==> src/rtl/btn_evt_pkg.sv <==
// Shared types for the button event controller.
//   evt_type_e : event kind carried through pending slots and the FIFO
//   evt_t      : one FIFO entry, {button id, event kind}
package btn_evt_pkg;

  // Wide enough for up to 16 buttons; the top narrows it to $clog2(NUM_BTN).
  localparam int unsigned EVT_ID_W = 4;

  typedef enum logic [1:0] {
    EVT_NONE    = 2'b00,
    EVT_PRESS   = 2'b01,
    EVT_RELEASE = 2'b10,
    EVT_LONG    = 2'b11
  } evt_type_e;

  typedef struct packed {
    logic [EVT_ID_W-1:0] id;
    evt_type_e           kind;
  } evt_t;

endpackage

==> src/rtl/button_event_ctrl_if.sv <==
// Event stream between the controller and its consumer.
//   evt_valid : head event present (producer)
//   evt_ready : consumer accepts head when evt_valid=1
//   evt_id    : button index of head event
//   evt_type  : 01=PRESS 10=RELEASE 11=LONG
interface button_event_ctrl_if #(
  parameter int unsigned ID_W = 2
);
  logic            evt_valid;
  logic            evt_ready;
  logic [ID_W-1:0] evt_id;
  logic [1:0]      evt_type;

  modport master (output evt_valid, evt_id, evt_type, input evt_ready);
  modport slave  (input evt_valid, evt_id, evt_type, output evt_ready);
endinterface

==> src/rtl/btn_evt_fifo.sv <==
// Synchronous show-ahead FIFO of evt_t.
//   clk, rst_n : clock, async active-low reset
//   i_push     : write i_data (ignored when full)
//   i_pop      : drop head (ignored when empty)
//   o_full     : DEPTH entries held
//   o_empty    : no entries held
//   o_data     : current head (valid while !o_empty)
module btn_evt_fifo
  import btn_evt_pkg::*;
#(
  parameter int unsigned DEPTH = 4
) (
  input  logic clk,
  input  logic rst_n,
  input  logic i_push,
  input  evt_t i_data,
  input  logic i_pop,
  output logic o_full,
  output logic o_empty,
  output evt_t o_data
);

  localparam int unsigned AW = $clog2(DEPTH);

  evt_t        r_mem [DEPTH];
  logic [AW:0] r_wr;
  logic [AW:0] r_rd;
  logic        w_push;
  logic        w_pop;

  // Extra MSB on the pointers tells full (MSBs differ) from empty (equal).
  assign o_empty = (r_wr == r_rd);
  assign o_full  = (r_wr[AW] != r_rd[AW]) && (r_wr[AW-1:0] == r_rd[AW-1:0]);
  assign w_push  = i_push && !o_full;
  assign w_pop   = i_pop && !o_empty;
  assign o_data  = r_mem[r_rd[AW-1:0]];

  always_ff @(posedge clk) begin
    if (w_push) r_mem[r_wr[AW-1:0]] <= i_data;
  end

  always_ff @(posedge clk or negedge rst_n) begin
    if (!rst_n) begin
      r_wr <= '0;
      r_rd <= '0;
    end else begin
      if (w_push) r_wr <= r_wr + 1'b1;
      if (w_pop)  r_rd <= r_rd + 1'b1;
    end
  end

endmodule

==> src/rtl/sync_debounce.sv <==
// Two-flop synchroniser followed by a debounce counter.
//   clk, rst_n : clock, async active-low reset
//   i_raw      : asynchronous button level
//   o_level    : debounced level; flips only after the synced input has
//                differed from it for DEBOUNCE_COUNT consecutive cycles
module sync_debounce #(
  parameter int unsigned DEBOUNCE_COUNT = 1000,
  parameter int unsigned COUNTER_WIDTH  = 10
) (
  input  logic clk,
  input  logic rst_n,
  input  logic i_raw,
  output logic o_level
);

  localparam logic [COUNTER_WIDTH-1:0] CNT_LAST = COUNTER_WIDTH'(DEBOUNCE_COUNT - 1);

  logic [1:0]               r_sync;
  logic [COUNTER_WIDTH-1:0] r_cnt;
  logic                     r_level;

  always_ff @(posedge clk or negedge rst_n) begin
    if (!rst_n) begin
      r_sync  <= '0;
      r_cnt   <= '0;
      r_level <= 1'b0;
    end else begin
      r_sync <= {r_sync[0], i_raw};
      if (r_sync[1] == r_level) begin
        r_cnt <= '0;
      end else if (r_cnt == CNT_LAST) begin
        r_level <= r_sync[1];
        r_cnt   <= '0;
      end else begin
        r_cnt <= r_cnt + 1'b1;
      end
    end
  end

  assign o_level = r_level;

endmodule

==> src/rtl/button_event_ctrl.sv <==
// Front-end controller for NUM_BTN push-buttons: debounce, edge/long-press
// detection, per-button pending slot, round-robin arbitration into a FIFO.
//   clk, rst_n   : clock, async active-low reset
//   btn_a        : raw asynchronous button levels
//   btn_state    : debounced levels
//   evt          : event stream (valid/ready, id, type) of the FIFO head
//   overflow     : sticky, an event was dropped on an occupied pending slot
//   clr_overflow : one-cycle pulse clearing overflow (a same-cycle drop wins)
module button_event_ctrl
  import btn_evt_pkg::*;
#(
  parameter int unsigned NUM_BTN           = 4,
  parameter int unsigned DEBOUNCE_COUNT    = 1000,
  parameter int unsigned COUNTER_WIDTH     = 10,
  parameter int unsigned LONG_PRESS_CYCLES = 50000,
  parameter int unsigned LP_WIDTH          = 16,
  parameter int unsigned FIFO_DEPTH        = 4
) (
  input  logic                       clk,
  input  logic                       rst_n,
  input  logic [NUM_BTN-1:0]         btn_a,
  output logic [NUM_BTN-1:0]         btn_state,
  button_event_ctrl_if.master        evt,
  output logic                       overflow,
  input  logic                       clr_overflow
);

  localparam int unsigned ID_W = $clog2(NUM_BTN);
  localparam logic [LP_WIDTH-1:0] LP_MAX  = LP_WIDTH'(LONG_PRESS_CYCLES);
  localparam logic [LP_WIDTH-1:0] LP_LAST = LP_WIDTH'(LONG_PRESS_CYCLES - 1);

  logic [NUM_BTN-1:0]  r_prev;
  logic [LP_WIDTH-1:0] r_lp   [NUM_BTN];
  evt_type_e           r_pend [NUM_BTN];
  logic [ID_W-1:0]     r_rr;
  logic                r_ovf;

  logic [NUM_BTN-1:0]  w_rise;
  logic [NUM_BTN-1:0]  w_fall;
  logic [NUM_BTN-1:0]  w_long;
  logic [NUM_BTN-1:0]  w_drop;
  logic [NUM_BTN-1:0]  w_gnt;
  evt_type_e           w_new  [NUM_BTN];
  logic                w_gnt_vld;
  logic [ID_W-1:0]     w_gnt_idx;
  logic                w_full;
  logic                w_empty;
  evt_t                w_wdata;
  evt_t                w_head;

  for (genvar g = 0; g < NUM_BTN; g++) begin : g_db
    sync_debounce #(
      .DEBOUNCE_COUNT(DEBOUNCE_COUNT),
      .COUNTER_WIDTH (COUNTER_WIDTH)
    ) u_db (
      .clk    (clk),
      .rst_n  (rst_n),
      .i_raw  (btn_a[g]),
      .o_level(btn_state[g])
    );
  end

  // Round-robin: scan from r_rr, first occupied slot wins; nothing while full.
  always_comb begin
    int unsigned idx;
    idx       = 0;
    w_gnt_vld = 1'b0;
    w_gnt_idx = '0;
    for (int unsigned k = 0; k < NUM_BTN; k++) begin
      idx = (32'(r_rr) + k) % NUM_BTN;
      if (!w_gnt_vld && !w_full && (r_pend[idx] != EVT_NONE)) begin
        w_gnt_vld = 1'b1;
        w_gnt_idx = ID_W'(idx);
      end
    end
  end

  // A granted slot may take a new event in the same cycle without a drop.
  always_comb begin
    for (int unsigned i = 0; i < NUM_BTN; i++) begin
      w_rise[i] = btn_state[i] && !r_prev[i];
      w_fall[i] = !btn_state[i] && r_prev[i];
      w_long[i] = btn_state[i] && r_prev[i] && (r_lp[i] == LP_LAST);
      w_gnt[i]  = w_gnt_vld && (w_gnt_idx == ID_W'(i));
      if (w_rise[i])      w_new[i] = EVT_PRESS;
      else if (w_fall[i]) w_new[i] = EVT_RELEASE;
      else if (w_long[i]) w_new[i] = EVT_LONG;
      else                w_new[i] = EVT_NONE;
      w_drop[i] = (w_new[i] != EVT_NONE) && (r_pend[i] != EVT_NONE) && !w_gnt[i];
    end
  end

  always_ff @(posedge clk or negedge rst_n) begin
    if (!rst_n) begin
      r_prev <= '0;
      r_rr   <= '0;
      r_ovf  <= 1'b0;
      for (int unsigned i = 0; i < NUM_BTN; i++) begin
        r_lp[i]   <= '0;
        r_pend[i] <= EVT_NONE;
      end
    end else begin
      r_prev <= btn_state;
      for (int unsigned i = 0; i < NUM_BTN; i++) begin
        // Timer saturates at LP_MAX so LONG fires once per press.
        if (w_rise[i] || w_fall[i])               r_lp[i] <= '0;
        else if (btn_state[i] && r_lp[i] != LP_MAX) r_lp[i] <= r_lp[i] + 1'b1;

        if ((w_new[i] != EVT_NONE) && !w_drop[i]) r_pend[i] <= w_new[i];
        else if (w_gnt[i])                        r_pend[i] <= EVT_NONE;
      end
      if (w_gnt_vld)
        r_rr <= (w_gnt_idx == ID_W'(NUM_BTN - 1)) ? '0 : w_gnt_idx + 1'b1;
      if (|w_drop)           r_ovf <= 1'b1;
      else if (clr_overflow) r_ovf <= 1'b0;
    end
  end

  assign w_wdata = '{id: EVT_ID_W'(w_gnt_idx), kind: r_pend[w_gnt_idx]};

  btn_evt_fifo #(
    .DEPTH(FIFO_DEPTH)
  ) u_fifo (
    .clk    (clk),
    .rst_n  (rst_n),
    .i_push (w_gnt_vld),
    .i_data (w_wdata),
    .i_pop  (evt.evt_ready),
    .o_full (w_full),
    .o_empty(w_empty),
    .o_data (w_head)
  );

  // Head contents are masked while empty so stale memory never shows.
  assign evt.evt_valid = !w_empty;
  assign evt.evt_id    = w_empty ? '0 : ID_W'(w_head.id);
  assign evt.evt_type  = w_empty ? '0 : w_head.kind;
  assign overflow      = r_ovf;

endmodule

==> src/flat_wrapper.sv <==
// flat-port wrapper written by rule: the top's interface ports become plain ports
module button_event_ctrl_flat import btn_evt_pkg::*;
#(
  parameter int unsigned NUM_BTN           = 4,
  parameter int unsigned DEBOUNCE_COUNT    = 1000,
  parameter int unsigned COUNTER_WIDTH     = 10,
  parameter int unsigned LONG_PRESS_CYCLES = 50000,
  parameter int unsigned LP_WIDTH          = 16,
  parameter int unsigned FIFO_DEPTH        = 4
)
  (clk, rst_n, btn_a, btn_state, overflow, clr_overflow, evt_evt_valid, evt_evt_id, evt_evt_type, evt_evt_ready);
  button_event_ctrl_if #(.ID_W(2)) evt_i ();
  input  logic clk;
  input  logic rst_n;
  input  logic [NUM_BTN-1:0] btn_a;
  output logic [NUM_BTN-1:0] btn_state;
  output logic overflow;
  input  logic clr_overflow;
  output wire logic [$bits(evt_i.evt_valid)-1:0] evt_evt_valid;
  output wire logic [$bits(evt_i.evt_id)-1:0] evt_evt_id;
  output wire logic [$bits(evt_i.evt_type)-1:0] evt_evt_type;
  input wire logic [$bits(evt_i.evt_ready)-1:0] evt_evt_ready;
  assign evt_evt_valid = evt_i.evt_valid;
  assign evt_evt_id = evt_i.evt_id;
  assign evt_evt_type = evt_i.evt_type;
  assign evt_i.evt_ready = evt_evt_ready;
  button_event_ctrl #(.NUM_BTN(NUM_BTN), .DEBOUNCE_COUNT(DEBOUNCE_COUNT), .COUNTER_WIDTH(COUNTER_WIDTH), .LONG_PRESS_CYCLES(LONG_PRESS_CYCLES), .LP_WIDTH(LP_WIDTH), .FIFO_DEPTH(FIFO_DEPTH)) u_core (.clk(clk), .rst_n(rst_n), .btn_a(btn_a), .btn_state(btn_state), .evt(evt_i), .overflow(overflow), .clr_overflow(clr_overflow));
endmodule
==> config.mk <==
export PLATFORM = sky130hd
export DESIGN_NAME = button_event_ctrl_flat
export DESIGN_NICKNAME = d
export VERILOG_FILES = /design/src/rtl/btn_evt_pkg.sv /design/src/rtl/button_event_ctrl_if.sv /design/src/rtl/btn_evt_fifo.sv /design/src/rtl/sync_debounce.sv /design/src/rtl/button_event_ctrl.sv /design/src/flat_wrapper.sv
export SDC_FILE = /design/constraint.sdc
export NUM_CORES = 1
export LEC_CHECK = 0
export CAP_MARGIN = 20
export CORE_ASPECT_RATIO = 0.6
export CORE_UTILIZATION = 33
export DETAILED_ROUTE_END_ITERATION = 10
export PLACE_DENSITY = 0.48
export RECOVER_POWER = 25
export SETUP_SLACK_MARGIN = 0.3
export SYNTH_ARGS = -nofsm -noshare
export SYNTH_HDL_FRONTEND = slang
export SYNTH_SLANG_ARGS = --single-unit
==> constraint.sdc <==
create_clock -name clk -period 2.9 [get_ports clk]
set_input_delay 0.725 -clock clk [delete_from_list [all_inputs] [get_ports clk]]
set_output_delay 0.725 -clock clk [all_outputs]
set_load 0.02 [all_outputs]
# After elaboration in Yosys (flattened, before gate mapping)
# Memories as Yosys holds them, arrays and structs flattened.
# Index checks and enable logic that the tools add are counted.
dict set report totals {
  ff_bits 137
  ram_bits 16
  input_bits 8
  out_inout_bits 10
  elab_cells 240
  memories 1
}
dict set report op_classes {
  n_addsub 14
  n_lt_le_gt_ge 5
  n_eq_ne 22
  n_mux 66
  bitwise 9
  reduce_logical 98
}
# memory words word_bits rd rd_ports_with_merged_regs write_ports line
set memory_table {}
lappend memory_table {u_core.u_fifo.r_mem 4 4 1 0 1 btn_evt_fifo.sv:25} ;# evt_t r_mem [DEPTH];
# op n
set ops {}
lappend ops {{greater-or-equal comparator 33 x 3 -> 1 bit (second input constant)} 4}
lappend ops {{NOT 2 -> 33 bit} 4}
lappend ops {{2-to-1 mux 16 bit} 8}
lappend ops {{2-to-1 mux 10 bit} 8}
lappend ops {{2-to-1 mux 2 bit} 37}
lappend ops {{adder 16 x 1 -> 16 bit (second input constant)} 4}
lappend ops {{== test 16 bit (second input constant)} 4}
lappend ops {{!= test 16 bit (second input constant)} 4}
lappend ops {{logical AND 1 bit} 46}
lappend ops {{nonzero test 2 bit} 21}
lappend ops {{adder 10 x 1 -> 10 bit (second input constant)} 4}
lappend ops {{== test 10 bit (second input constant)} 4}
lappend ops {{logical NOT 1 bit} 21}
lappend ops {{binary-select mux 2 bit (select 2 bit)} 5}
lappend ops {{2-to-1 mux 1 bit} 8}
lappend ops {{AND reduction 2 bit} 4}
lappend ops {{adder 3 x 1 -> 3 bit (second input constant)} 2}
lappend ops {{adder 2 x 1 -> 2 bit (second input constant)} 2}
lappend ops {{adder 2 bit (second input constant)} 2}
lappend ops {{== test 1 bit} 4}
lappend ops {{== test 2 bit (second input constant)} 2}
lappend ops {{logical OR 1 bit} 4}
lappend ops {{NOT 1 bit} 4}
lappend ops {{OR reduction 4 bit} 1}
lappend ops {{7 further kinds} 7}

# Logic depth before layout (Yosys ltp)
# Gate-level depths: netlist of the first run.
dict set report logic_depth {
  ltp_word 26
  ltp_mapped 12
  mapped_depth_nobuf 11
}

# Hierarchy
# Synthesis of the first run repeated with hierarchy kept, for this count alone.
dict set report hier_totals {
  hier_cells 831
  hier_area_um2 8730.9
}
# module instances cells_per_inst area_each_um2 seq_area_each_um2
set by_module_without_submodules {}
lappend by_module_without_submodules {button_event_ctrl 1 528 4907.2 1976.9}
lappend by_module_without_submodules {sync_debounce 4 55 606.8 325.3}
lappend by_module_without_submodules {btn_evt_fifo 1 83 1396.3 870.8}

# Worst setup path before layout of the first run
# Ideal clock, no wire load.
dict set report synth_path {
  path_type {reg2reg}
  from {register u_core.u_fifo.r_rd[0]}
  to {register u_core.r_pend[7] in the netlist's numbering}
  setup_ns 0.118
  t_arrival_ns 2.295
  t_required_ns 2.782
  slack_ns 0.487
  stages_incl_launch_ff 12
  path_buffers 1
  synth_period_minus_slack_ns 2.413
  cell_sequence {dfrtp_1 > buf_4 > xor2_1 > nor3_4 > a2111oi_4 > a2bb2oi_1 > o22ai_2 > inv_1 > ha_1 > nand2_1 > a211oi_1 > a21o_1}
}
# item line
set synth_lines {}
lappend synth_lines {{start, declared} btn_evt_fifo.sv:27} ;# logic [AW:0] r_rd;
lappend synth_lines {{start signal, assigned} btn_evt_fifo.sv:48} ;# if (w_pop) r_rd <= r_rd + 1'b1;
lappend synth_lines {{end signal, assigned by index} button_event_ctrl.sv:109} ;# if ((w_new[i] != EVT_NONE) && !w_drop[i]) r_pend[i] <= w_new[i];
lappend synth_lines {{end, declared} button_event_ctrl.sv:34} ;# evt_type_e r_pend [NUM_BTN];

==> summary.md, run 1 <==
| Metric | Value |
|---|---|
| P_sw | 1.03 mW |
| Setup TNS | 0 ns |
| Clk_lat worst skew | 0.43 ns |
| Hold EP | u_core.g_db[3].u_db.r_sync[1] |
| Hold Crit Start | u_core.g_db[3].u_db.r_sync[0] |
| Maximum vdd drop | 0.000403 V |
| Flop pwr share | 49.5% |
| FF-to-FF Start | u_core.r_pend[6] |
| Fillers | roughly 2300 |
| Final ANT Viol Nets | 0 |
| GRT overflow | 0 |
| Via total after detailed routing | 5230 |
| 1st-iter DRT viols | 258 |
| HPWL Detailed | 9870 µm |
| Seq cells post-synth | approximately 150 |
| Worst slew pin tran | roughly 1.6 ns |
| Status | finished, violations left |
| Net Count, Synth | 793 |
| Post-synth top cells | 137 x dfrtp_1, 68 x nor2_1, 67 x nand2_1 |
| Synth async-reset ratio | 89.5% |
| Max cap viols | 1 |
| Maximum operating frequency | 393 MHz |
| Ranking of synthesized cells by area | dfrtp_1 44%, xnor2_1 7.3%, edfxtp_1 6.2%, ha_1 5.3%, and2_1 4.8% |
| Switching fraction of total power | about 23% |
| Max Buffers Root-to-Sink | 2 |
| Nets | 826 |
| Layout cells sized above 1 | under 10% |
| Clock slew at reported path FFs | around 0.06 ns |
| Avg Inst Size Synth | roughly 10 µm² |
| Power Density | roughly 500 nW/µm² |
| FF-to-FF setup slack | ~0.36 ns |
| Area Growth Syn to Fin | 15.4% |
| Mapped cell area | 7810 µm² |
| RSZ-0062 raised after global routing | yes |
| Final Hold Vio Count | 0 |
| RePlAce Congestion | 0.814 |
| Cts hold-fix bufs | 0 |
| Multi-input logic area | 3720 µm² |
| R2R depth | 8 |
| CTS tree | yes |
| Crit path kind | reg2reg |
| CP endpoint kind | register |
| Drt wl/cell | between 10 and 15 µm |
| Gate power share | 1.9% |
| Vias in the first global route | just over 5000 |
| Req. time, crit path | 3.06 ns |
| Reg2Reg Capture Point | u_core.u_fifo.r_mem[3][1] |
| H-tree levels | 4 |
| Top_reg_cell synth | dfrtp_1 |
| Pre-CTS setup slack | 0.280 ns |
| Initial Utilization | 33.8% |
| GRT Total Usage | a little over an eighth |
| Post-layout min period | 2.54 ns |
| Most frequent cell after synthesis | dfrtp_1 |
| Hold Crit Depth | 0 |
| First-pass GRT wire length | between 20000 and 30000 µm |
| ANT cells | 0 |
| Top-area cell type share of the netlist area | 43.9% |
| Vias per inst | 4.70 |
| Die X | 201 µm |
| I/O pins | 18 |
| Critical path arrival | 2.70 ns |
| Clock sink count | 153 |
| FF+latch area | 3910 µm² |
| Pin count of the biggest net entering global routing | 61 |
| Final Max Slew Viols | 60 |
| Int Power | 3.40 mW |
| Die area | about 24000 µm² |
| Final worst-path cycle share | between 80% and 90% |
| Sequential element share of the synthesized area | 50.0% |
| DRC viols | 0 |
| DRT Wirelength | 14500 µm |
| Synth cell types | 54 |
| Synthesized instance count | 752 |
| Critical Path Source Type | register |
| Synth warnings | 0 |
| PnR worst setup slack | 0.358 ns |
| Final Core Density | between 30% and 40% |
| Clock Skews | 0.00897 ns |
| Die height | 121 µm |
| Num CTS Buffers | 17 |
| Part of the power in the clock network | about half |
| EDFF count, synth | 16 |
| Number of I/O port buffers | 17 |
| Worst hold path type | reg2reg |
| Root buffer cell | clkbuf_16 |
| Max_slew headroom | -9.34% |
| Final Setup Violations | 0 |
| Leakage Power | 3.84 nW |
| FP Rows | 43 |
| Initial antenna violation count | 0 |
| Crit Path Max Fanout | 8 |
| Area leader, netlist | dfrtp_1 |
| Failing checks | max-capacitance violations, max-slew violations |
| Drt pass-1 iters | 5 |
| Total core area | between 20000 and 25000 µm² |
state kept, by name (all words and copies together), names as in the netlist:
signal / flops
u_core.r_lp: 64
u_core.g_db.u_db.r_cnt: 40
u_core.u_fifo.r_mem: 16
u_core.g_db.u_db.r_sync: 8
u_core.r_pend: 8
u_core.g_db.u_db.o_level: 4
u_core.r_prev: 4
u_core.u_fifo.r_rd: 3
u_core.u_fifo.r_wr: 3
u_core.r_rr: 2
u_core.overflow: 1
cells in the final DEF, fill, tap and decap left out, types with 17 or more instances in the layout:
master	instances
nor3_1	18
and2_1	60
and3_1	18
xnor2_1	64
nand3_1	37
ha_1	33
xor2_1	25
nand4_1	18
nand2_1	65
nor2_1	66
dfrtp_1	134
inv_1	43
clkbuf_16	17
cell families after synthesis:
kind of cell    synth area share (%)
mux                             3.09
compound gates                  6.22
flops                           50.0
fa+ha+maj                       5.29
simple gates                    21.9
buf+inv                         3.04
xor+xnor                        10.4
through the flow:
stage | cell area [µm²] | hold slack (ns) | total power, mW | std cells
after floorplan | 7810 | 0.331 | 2.26 | 752
after global placement | 8350 | 0.334 | 2.32 | 1075
after detailed placement | 8350 | 0.338 | 2.33 | 1075
after CTS | 8960 | 0.290 | 4.51 | 1112
after global routing | 9010 | 0.363 | 4.60 | 1113
final | 9010 | 0.353 | 4.43 | 1113
power groups by stage:
stage	Combinational [mW]	Clock, mW	Sequential (mW)
after global placement	0.0900	0	2.23
final	0.0858	2.15	2.19
after floorplan	0.0282	0	2.23
after detailed placement	0.0924	0	2.23
after CTS	0.0934	2.22	2.19
after global routing	0.104	2.30	2.19
critical path, stage by stage, from the launching register on:
cell and delay (ns):
dfrtp_1 0.43, or2_1 0.29, or2_2 0.29, o31a_1 0.30, a2bb2oi_2 0.14, o22ai_2 0.21
buf_4 0.22, mux2i_1 0.26, mux2i_2 0.15
repair_timing:
action	4_1_cts	5_1_grt
pin swaps	2	6
endpoints found under the hold margin	0	0
endpoints found under the setup margin	9	22
resized for setup	19	16
setup buffers	5	1
cell type report:
class	instances	share of cell area, %
inverters	43	1.79
clock buffers	17	4.72
flip-flops and latches	153	43.4
clock inverters	15	1.57
multi-input cells	542	41.3
well taps	315	4.37
repair buffers	28	2.82
per-layer routing:
layer / track usage (%) / vias up / share of wire [%]
met5: 0 / - / 0
met4: 4.48 / 0 / 1.5
met1: 18.6 / 2517 / 53
met2: 19.1 / 68 / 42
li1: - / 2626 / -
met3: 3.60 / 19 / 3.4
worst max-delay path by stage:
stage | startpoint | cells after the start | endpoint | slack [ns]
after CTS | u_core.u_fifo.r_rd[0] | 4 | evt_evt_type[1] | 0.21
after floorplan | u_core.u_fifo.r_rd[0] | 11 | u_core.r_pend[7] | 0.49
after global placement | u_core.r_pend[2] | 9 | u_core.overflow | 0.37
after global routing | u_core.u_fifo.r_rd[0] | 11 | u_core.overflow | 0.25
after detailed placement | u_core.u_fifo.r_rd[1] | 8 | u_core.u_fifo.r_mem[3][0] | 0.28
final | u_core.r_pend[6] | 8 | u_core.u_fifo.r_mem[3][1] | 0.36
(Power assumes the default switching activity.)
==> run 2: changes to the inputs <==
Settings changed: REMOVE_ABC_BUFFERS set to 1, TNS_END_PERCENT set to 20.
==> run 2 against run 1 <==
  * The flow still finishes with violations (max-capacitance violations, max-slew violations)
  * Global-route usage increased by 0.21 points
  * Total power is 2.8% higher
  * Hold slack worse by 0.0070 ns
  * Combinational power is 2% lower
  * Clock power increased by 6%
  * Routed wire length grew 3.8%
  * Register-to-register slack worse by 0.05 ns
  * Cell area up 0.67%
  * Worst setup slack worse by 0.081 ns
  * Critical path depth down 3
  * Count of clock-buffer cells in the layout up 3
  * Die area unchanged
  * Critical endpoint is now evt_evt_id[0]
  * Largest power group is now the clock network
==> summary.md, run 2 (same netlist as run 1, synthesis figures left out) <==
| Metric | Value |
|---|---|
| Status | finished, violations left (unchanged) |
| Failing checks | max-capacitance violations, max-slew violations (unchanged) |
| Die height | 121 µm (unchanged) |
| Crit path buf inv count | 3 (was 1) |
| Worst slew pin tran | 1.75 ns (was 1.64 ns) |
| DRT Wirelength | 15000 µm (was 14500 µm) |
| Cts hold-fix bufs | 0 (unchanged) |
| R2R depth | 8 (unchanged) |
| Vias per inst | 4.77 (was 4.70) |
| Largest delay share family, worst path | multiplexers (was compound AO/OA/AOI/OAI gates) |
| FP Rows | 43 (unchanged) |
| Number of I/O port buffers | 17 (unchanged) |
| Most Frequent Cell on Critical Path | buf_4 |
| Final Core Density | 39.2% (was 39.0%) |
| First-pass GRT wire length | 25700 µm (was 25500 µm) |
| Final Setup Violations | 0 (unchanged) |
| CP max-delay cell | mux4_1 (was dfrtp_1) |
| CTS tree | yes (unchanged) |
| 1st-iter DRT viols | 247 (was 258) |
| GRT overflow | 0 (unchanged) |
| Initial antenna violation count | 0 (unchanged) |
| I/O pins | 18 (unchanged) |
| CP endpoint kind | output port (was register) |
| Layout cells sized above 1 | 9.96% (was 9.52%) |
| Total core area | 23100 µm² (unchanged) |
| CP max stage delay | 0.54 ns (was 0.43 ns) |
| Req. time, crit path | 2.17 ns (was 3.06 ns) |
| Area Growth Syn to Fin | 16.2% (was 15.4%) |
| Reg2Reg Capture Point | u_core.u_fifo.r_mem[1][1] (was u_core.u_fifo.r_mem[3][1]) |
| Worst hold path type | reg2reg (unchanged) |
| ANT cells | 0 (unchanged) |
| Via total after detailed routing | 5336 (was 5230) |
| Nets | 832 (was 826) |
| Clk_lat worst skew | 0.43 ns (about the same) |
| GRT Total Usage | 13.3% (was 13.1%) |
| Final Max Slew Viols | 66 (was 60) |
| Final worst-path cycle share | 90.5% (was 87.7%) |
| Part of the power in the clock network | 49.9% (was 48.5%) |
| HPWL Detailed | 10200 µm (was 9870 µm) |
| Vias in the first global route | 5229 (was 5166) |
| Crit path kind | reg2out (was reg2reg) |
| Maximum operating frequency | 381 MHz (was 393 MHz) |
| Max reg flops | 64 (unchanged) |
| Commonest non-fill, non-tap cells in the layout | 135 x dfrtp_1, 66 x nor2_1, 65 x nand2_1 (was 134 x dfrtp_1, 66 x nor2_1, 65 x nand2_1) |
| H-tree levels | 4 (unchanged) |
| Final ANT Viol Nets | 0 (unchanged) |
| Num CTS Buffers | 17 (unchanged) |
| RSZ-0062 raised after global routing | yes (unchanged) |
| Die area | 24300 µm² (unchanged) |
| RePlAce Congestion | 0.892 (was 0.814) |
| Max Buffers Root-to-Sink | 2 (unchanged) |
| Critical path arrival | 1.90 ns (was 2.70 ns) |
| Hold EP | u_core.g_db[0].u_db.r_sync[1] (was u_core.g_db[3].u_db.r_sync[1]) |
| Final Hold Vio Count | 0 (unchanged) |
| Max cap viols | 1 (unchanged) |
| Critical Path Source Type | register (unchanged) |
| Drt wl/cell | 13.4 µm (was 13.0 µm) |
| Clock slew at reported path FFs | 0.06 ns (about the same) |
| FF-to-FF Start | u_core.r_pend[6] (unchanged) |
| Initial Utilization | 33.8% (unchanged) |
| Die X | 201 µm (unchanged) |
| Commonest non-fill, non-tap cell in the layout | dfrtp_1 (unchanged) |
| Flop pwr share | 48.2% (was 49.5%) |
| Max_slew headroom | -16.9% (was -9.34%) |
| Pin count of the biggest net entering global routing | 67 (was 61) |
| Int Power | 3.58 mW (was 3.40 mW) |
| FF-to-FF setup slack | 0.31 ns (was 0.36 ns) |
| Hold Crit Start | u_core.g_db[0].u_db.r_sync[0] (was u_core.g_db[3].u_db.r_sync[0]) |
| Most flops, register | u_core.r_lp (unchanged) |
| Crit Path Max Fanout | 5 (was 8) |
| P_sw | 0.973 mW (was 1.03 mW) |
| Setup TNS | 0 ns (unchanged) |
| Root buffer cell | clkbuf_16 (unchanged) |
| Drt pass-1 iters | 5 (unchanged) |
| Leakage Power | 3.88 nW (was 3.84 nW) |
| DRC viols | 0 (unchanged) |
| CP Cell Sequence | buf_4 > buf_4 > mux4_1 > and2_1 > buf_2 (was or2_1 > or2_2 > o31a_1 > a2bb2oi_2 > o22ai_2 > buf_4 > mux2i_1 > mux2i_2) |
| Clock Skews | 0.00967 ns (was 0.00897 ns) |
| Post-layout min period | 2.62 ns (was 2.54 ns) |
| Power Density | 502 nW/µm² (was 491 nW/µm²) |
| Switching fraction of total power | 21.4% (was 23.2%) |
| Hold Crit Depth | 0 (unchanged) |
| Maximum vdd drop | 0.000388 V (was 0.000403 V) |
| Clock sink count | 153 (unchanged) |
| Gate power share | 1.9% (about the same) |
run 2: timing repair:
item / CTS / global route
gates resized for setup: 18 / 14
endpoints found under the hold margin: 0 / 0
pin swaps: 0 / 5
endpoints found under the setup margin: 17 / 23
buffers inserted: 6 / 8
run 2: power by group through the flow:
stage | logic [mW] | registers, mW | clock network, mW
2_1_floorplan | 0.0282 | 2.23 | 0
3_3_place_gp | 0.0902 | 2.23 | 0
3_5_place_dp | 0.0935 | 2.23 | 0
4_1_cts | 0.0942 | 2.19 | 2.35
5_1_grt | 0.101 | 2.20 | 2.43
6_report | 0.0845 | 2.20 | 2.27
run 2: cell type report:
| class | count | area, µm² |
|---|---|---|
| Clock inverter | 11 | 146 |
| Timing Repair Buffer | 34 | 294 |
| Clock buffer | 20 | 447 |
| Sequential cell | 153 | 3910 |
| Multi-Input combinational cell | 542 | 3720 |
| Tap cell | 315 | 394 |
| Inverter | 43 | 161 |
| Fill cell | 2245 | 14100 |
run 2: worst max-delay path by stage:
stage	slack [ns]	start	cells past startpoint	end
6_report	0.28	u_core.u_fifo.r_rd[0]	5	evt_evt_id[0]
5_1_grt	0.14	rst_n	2	u_core.g_db[3].u_db.r_cnt[5]
4_1_cts	0.20	u_core.u_fifo.r_rd[0]	4	evt_evt_type[0]
3_5_place_dp	0.17	u_core.r_pend[2]	10	u_core.r_pend[7]
3_3_place_gp	0.28	u_core.r_pend[2]	10	u_core.r_pend[3]
2_1_floorplan	0.49	u_core.u_fifo.r_rd[0]	10	u_core.r_pend[7]
run 2: through the flow:
| step | worst slack, ns | cells | total power, mW | hold WS (ns) | area (µm²) |
|---|---|---|---|---|---|
| global placement | 0.280 | 1073 | 2.32 | 0.335 | 8350 |
| finish | 0.276 | 1118 | 4.55 | 0.346 | 9070 |
| detailed placement | 0.167 | 1073 | 2.33 | 0.336 | 8350 |
| floorplan | 0.494 | 738 | 2.26 | 0.331 | 7730 |
| global route | 0.141 | 1118 | 4.73 | 0.358 | 9070 |
| CTS | 0.200 | 1110 | 4.64 | 0.319 | 8990 |
run 2: worst register-to-register path: stages (launching register included):
cell and delay [ns]:
dfrtp_1 0.44, or2_1 0.31, or2_2 0.30, o31a_1 0.29
a2bb2oi_1 0.14, o22ai_2 0.22, buf_4 0.22, mux2i_1 0.24
mux2i_2 0.14
run 2: routing by layer:
layer	global-route usage, %	vias to the layer above	routed length (µm)
li1	-	2629	-
met1	19.1	2616	7850
met2	18.8	78	6410
met3	3.36	13	581
met4	5.73	0	170
met5	0	-	0
